`src/rtl/mult_m_dot8.sv`:
```
// Signed dot product of two packed N_ELEM x EW operands through a 2-stage pipeline.
// Stage 1 registers the element products; stage 2 registers the wrapped sum byte and overflow flag.
module mult_m_dot8 #(
  parameter int N_ELEM = 10,
  parameter int EW     = 8,
  parameter int OUT_W  = 32
) (
  input  logic                   clk,
  input  logic                   rst,
  input  logic [N_ELEM*EW-1:0]   lin,
  input  logic [N_ELEM*EW-1:0]   col,
  output logic [OUT_W-1:0]       n_out,
  output logic                   ovf
);

  localparam int PW = 2 * EW;
  localparam int SW = PW + $clog2(N_ELEM);
  localparam logic signed [SW-1:0] MAX_V = SW'(2 ** (EW - 1) - 1);
  localparam logic signed [SW-1:0] MIN_V = SW'(-(2 ** (EW - 1)));

  logic signed [PW-1:0] prod_d [N_ELEM];
  logic signed [PW-1:0] prod_q [N_ELEM];
  logic signed [SW-1:0] sum_d;
  logic [EW-1:0]        res_d, res_q;
  logic                 ovf_d, ovf_q;

  always_comb begin
    for (int i = 0; i < N_ELEM; i++) begin
      prod_d[i] = PW'($signed(lin[N_ELEM*EW-1-EW*i -: EW])) *
                  PW'($signed(col[N_ELEM*EW-1-EW*i -: EW]));
    end
  end

  // Accumulator is wide enough for the exact sum, so ovf sees no intermediate wrap.
  always_comb begin
    sum_d = '0;
    for (int i = 0; i < N_ELEM; i++) begin
      sum_d = sum_d + SW'(prod_q[i]);
    end
    res_d = sum_d[EW-1:0];
    ovf_d = (sum_d > MAX_V) || (sum_d < MIN_V);
  end

  always_ff @(posedge clk) begin
    if (!rst) begin
      for (int i = 0; i < N_ELEM; i++) begin
        prod_q[i] <= '0;
      end
      res_q <= '0;
      ovf_q <= 1'b0;
    end else begin
      for (int i = 0; i < N_ELEM; i++) begin
        prod_q[i] <= prod_d[i];
      end
      res_q <= res_d;
      ovf_q <= ovf_d;
    end
  end

  assign n_out = {res_q, {(OUT_W-EW){1'b0}}};
  assign ovf   = ovf_q;

endmodule

```
`config.mk`:
```
export PLATFORM = sky130hd
export DESIGN_NAME = mult_m_dot8
export DESIGN_NICKNAME = d
export VERILOG_FILES = /design/src/rtl/mult_m_dot8.sv
export SDC_FILE = /design/constraint.sdc
export NUM_CORES = 2
export LEC_CHECK = 0
export BUFFER_PORTS_ARGS = -buffer_cell sky130_fd_sc_hd__buf_2
export CAP_MARGIN = 5
export CORE_MARGIN = 3
export CORE_UTILIZATION = 50
export DETAILED_ROUTE_END_ITERATION = 8
export PLACE_DENSITY = 0.76
export REMOVE_ABC_BUFFERS = 1
export SKIP_LAST_GASP = 1
export SLEW_MARGIN = 25
export SYNTH_ARGS = -nofsm -noshare
export SYNTH_HDL_FRONTEND = slang
export SYNTH_SLANG_ARGS = --single-unit
```
`constraint.sdc`:
```
create_clock -name clk -period 14 [get_ports clk]
set_input_delay 2.8 -clock clk [delete_from_list [all_inputs] [get_ports clk]]
set_output_delay 2.8 -clock clk [all_outputs]
set_load 0.05 [all_outputs]
```
# Word-level counts from Yosys, hierarchy flattened
# Memories as Yosys holds them, arrays and structs flattened.
# Cells that the tools add are included.
[totals] register_bits=9 latchBits=0 ramBits=160 mem_bits_ro=0 out_inout_bits=33 mem_count=1
[op_classes] n_addsub=9 multipliers=10 div=0 magnitude_cmp=2 eq_ne=0 shifts=0 muxes=12 bitwise=10 n_reduce_logical=1
[memory_table] name="prod_q" depth=10 word_bits=16 read_ports=10 rd_clocked_by_memory_dff=0 wr=10 line_no="22" source="logic signed [PW-1:0] prod_q [N_ELEM];"
[op_table] operator="8-bit by 8-bit multiplier with 16-bit output" n=10
[op_table] operator="16-bit 2-to-1 mux" n=10
[op_table] operator="20-bit by 16-bit adder with 20-bit output" n=5
[op_table] operator="19-bit by 16-bit adder with 20-bit output" n=1
[op_table] operator="20-bit by 8-bit > comparator with 1-bit output, second input constant" n=1
[op_table] operator="20-bit by 8-bit less-than comparator with 1-bit output, second input constant" n=1
[op_table] operator="18-bit by 16-bit adder with 19-bit output" n=1
[op_table] operator="17-bit by 16-bit adder with 18-bit output" n=1
[op_table] operator="16-bit by 16-bit adder with 17-bit output" n=1
[op_table] operator="1-bit bitwise OR" n=10
[op_table] operator="1-bit 2-to-1 mux" n=2
[op_table] operator="1-bit logical OR" n=1

# Longest topological paths before layout
# An unclocked memory read counts as a cell.
[logic_depth] ltp_word=12 mapped_depth=21 ltp_nobuf=21

# Least setup slack after synthesis
# No wires, ideal clock.
[synth_timing] path_type="input port to flip-flop" startpoint="input col[70]" endpoint="memory prod_q[1][15] (netlist bit)" setup_time_ns=0.131 t_arrival_ns=6.695 required_time_ns=13.869 path_slack_ns=7.175 cell_stages=18 path_buffers=1 path_cell_list="clkbuf_1 nand2_1 fa_1 fa_1 inv_1 fa_1 inv_1 fa_1 inv_1 ha_1 inv_1 o21ai_1 a21oi_1 o21ai_1 a211o_1 a2111oi_2 o21ai_0 nor3b_1"
[synth_rtl] element="from (decl)" line_no="11" source="input logic [N_ELEM*EW-1:0] col,"
[synth_rtl] element="to (decl)" line_no="22"

==> results.md <==
- Clk Tree Root Cell: clkbuf_16
- Max Slew Vio Count: 0
- DRC: 0
- CP endpoint kind: flop
- Layout net count: 4769
- Yosys warning total: 0
- R2R cell count: 19
- Crit path kind: primary input to flop
- Via density per instance: slightly below 5
- Final setup TNS: 0 ns
- Flops & latches, synth: between 150 and 200
- Initial Utilization: around half
- Hold_buf cts: 0
- CTS Buffer Depth: 2
- Largest net degree at the start of global routing: 62
- Peak Freq: ~150 MHz
- GP Congestion: 0.937
- Highest metal used: met4
- I/O Buffers: 170
- Metal2 WL: 35500 um
- Average wire per standard cell: 15.3 um
- Antenna fix cells: 0
- Worst-Skew Late Latency: between 0.4 and 0.5 ns
- Least-Margin Pin Slew: 0.696 ns
- H-tree levels: 4
- GR Overflow Total: 0
- Total GRT Usage: around a fifth
- Vias in the first global route: around 24000
- DRT iter0 DRCs: 1330
- Share of layout cells above drive strength 1: 6.21%
- Pre-antenna DRT Iters: 5
- Crit path DAT: 7.13 ns
- Final hold vios: 0
- CP Launch Type: primary input
- Crit share post-route: 48.8%
- Vias: 22200
- Cells after Synth: 3450
- Num rows: 92
- Hold Crit Class: flop to flop
- DIE AREA: a little under 70000 um^2
- Post-detail-place hpwl: approximately 60000 um
- Status: finished, final reports clean
- Post-CTS sizing: 0
- Die Ht: 261 um
- Commonest cells post-synth: inv_1, fa_1, and2_1
- Met1 wire length: 28800 um
- Postcts setup bufs: 0
- Hold path depth: 2
- Netlist Area Pre-Place: ~33000 um^2
- WL final: 68300 um
- Critical-path maximum fanout: 8
- Clock skew: 0.0113 ns
- Rel. slew slack: 53.6%
- Min cycle time layout: between 6 and 7 ns
- Number of synthesized flops with an enable pin: 0
- Ys async rst share: 0%
- I/O Pins: 195
- Clock sinks: 169
- RSZ-0062 raised after global routing: no
- Die X-Extent: between 200 and 300 um
- Metal3 WL: between 2000 and 3000 um
- Count leader, synth: inv_1
- First-pass GRT wire length: 117000 um
- Yosys top cell by area: fa_1
- Main flop type after synthesis: dfxtp_1
- Seq/Total Area, Yosys: 10.4%
- Max_cap viols: 0
- Yosys top cell area share: 41.9%
- CTS clock-pin slew for the worst setup and hold paths: 0.08 ns
- WP data required: 14.30 ns
- Fillers: approximately 5700
- Mapped Avg Cell Area: 9.45 um^2
- # setup viols final: 0
- Synth cell types: 50
- Synth area leaders: fa_1, ha_1, inv_1
- Clock tree from TritonCTS: yes
- Core area: 63800 um^2
- Layout area overhead: 7.11%
- Initial antenna violation count: 0
- ANT nets after route: 0
- Num CTS Buffers: 17
-- worst paths after layout --
path                 start       endpoint  slack (ns)
max                lin[59]  prod_q[2][14]        7.17
min           prod_q[0][0]       res_q[0]        0.56
max reg2reg  prod_q[9][10]            ovf        8.33
min reg2reg   prod_q[0][0]       res_q[0]        0.56
-- metrics by stage --
| stage | hold WS (ns) | instances | instance area, um^2 | utilization (%) | setup WS, ns |
|---|---|---|---|---|---|
| after CTS | 0.568 | 4471 | 34900 | 54.7 | 7.20 |
| after global routing | 0.621 | 4471 | 34900 | 54.7 | 6.91 |
| after global placement | 0.542 | 4439 | 34300 | 53.8 | 6.84 |
| after detailed placement | 0.545 | 4439 | 34300 | 53.8 | 6.76 |
| after floorplan | 0.528 | 3421 | 32400 | - | 7.14 |
| final | 0.560 | 4471 | 34900 | 54.7 | 7.17 |
-- final cells by class --
cell class	instances	area [um^2]	share of cell area [%]
inverters	904	3400	9.73
clock inverters	15	173	0.495
well taps	846	1060	3.03
clock buffers	17	425	1.22
repair buffers	172	866	2.48
flip-flops and latches	169	3380	9.69
multi-input cells	2348	25600	73.4
-- cells by family after synthesis --
family | after synthesis | share of synthesized area, %
adder cells (fa/ha/maj) | 995 | 53.9
buffers and inverters | 956 | 11.3
AND/OR/NAND/NOR | 927 | 15.5
AO/OA/AOI/OAI | 265 | 5.15
flip-flops | 169 | 10.4
XOR/XNOR | 135 | 3.63
multiplexers | 2 | 0.0691
other | 1 | 0.0115
-- layer usage --
layer,global-route usage [%],vias to the layer above
met1,27.9,11200
li1,-,10500
met4,4.53,0
met5,0,-
met2,38.2,395
met3,2.24,86
-- layout by cell type, fill, tap and decap left out, types with 36 or more instances in the layout --
cell type	instances
a21oi_1	84
inv_1	903
xnor2_1	99
nand2b_1	67
ha_1	313
nor2_1	81
fa_1	682
dfxtp_1	169
nor3_1	57
nand2_1	204
xor2_1	36
buf_2	170
o21ai_0	59
and2_1	417
-- state kept, by name, indices dropped and copies added, names as in the netlist --
name and cells:
res_q 8, ovf 1, prod_q 160
-- worst max-delay path: stages --
cell and delay [ns]:
buf_2 0.15, and2_1 0.19, fa_1 0.41, inv_1 0.08
fa_1 0.43, fa_1 0.51, fa_1 0.49, inv_1 0.05
ha_1 0.32, nor2b_1 0.21, o21ai_0 0.13, a21boi_0 0.29
o21ai_0 0.18, a21oi_1 0.28, o21ai_0 0.16, a21oi_1 0.20
o21ai_0 0.10, nor3b_1 0.14
Power is not shown: default switching activity piles up to over one toggle a cycle in this logic, so the estimate is an artifact.
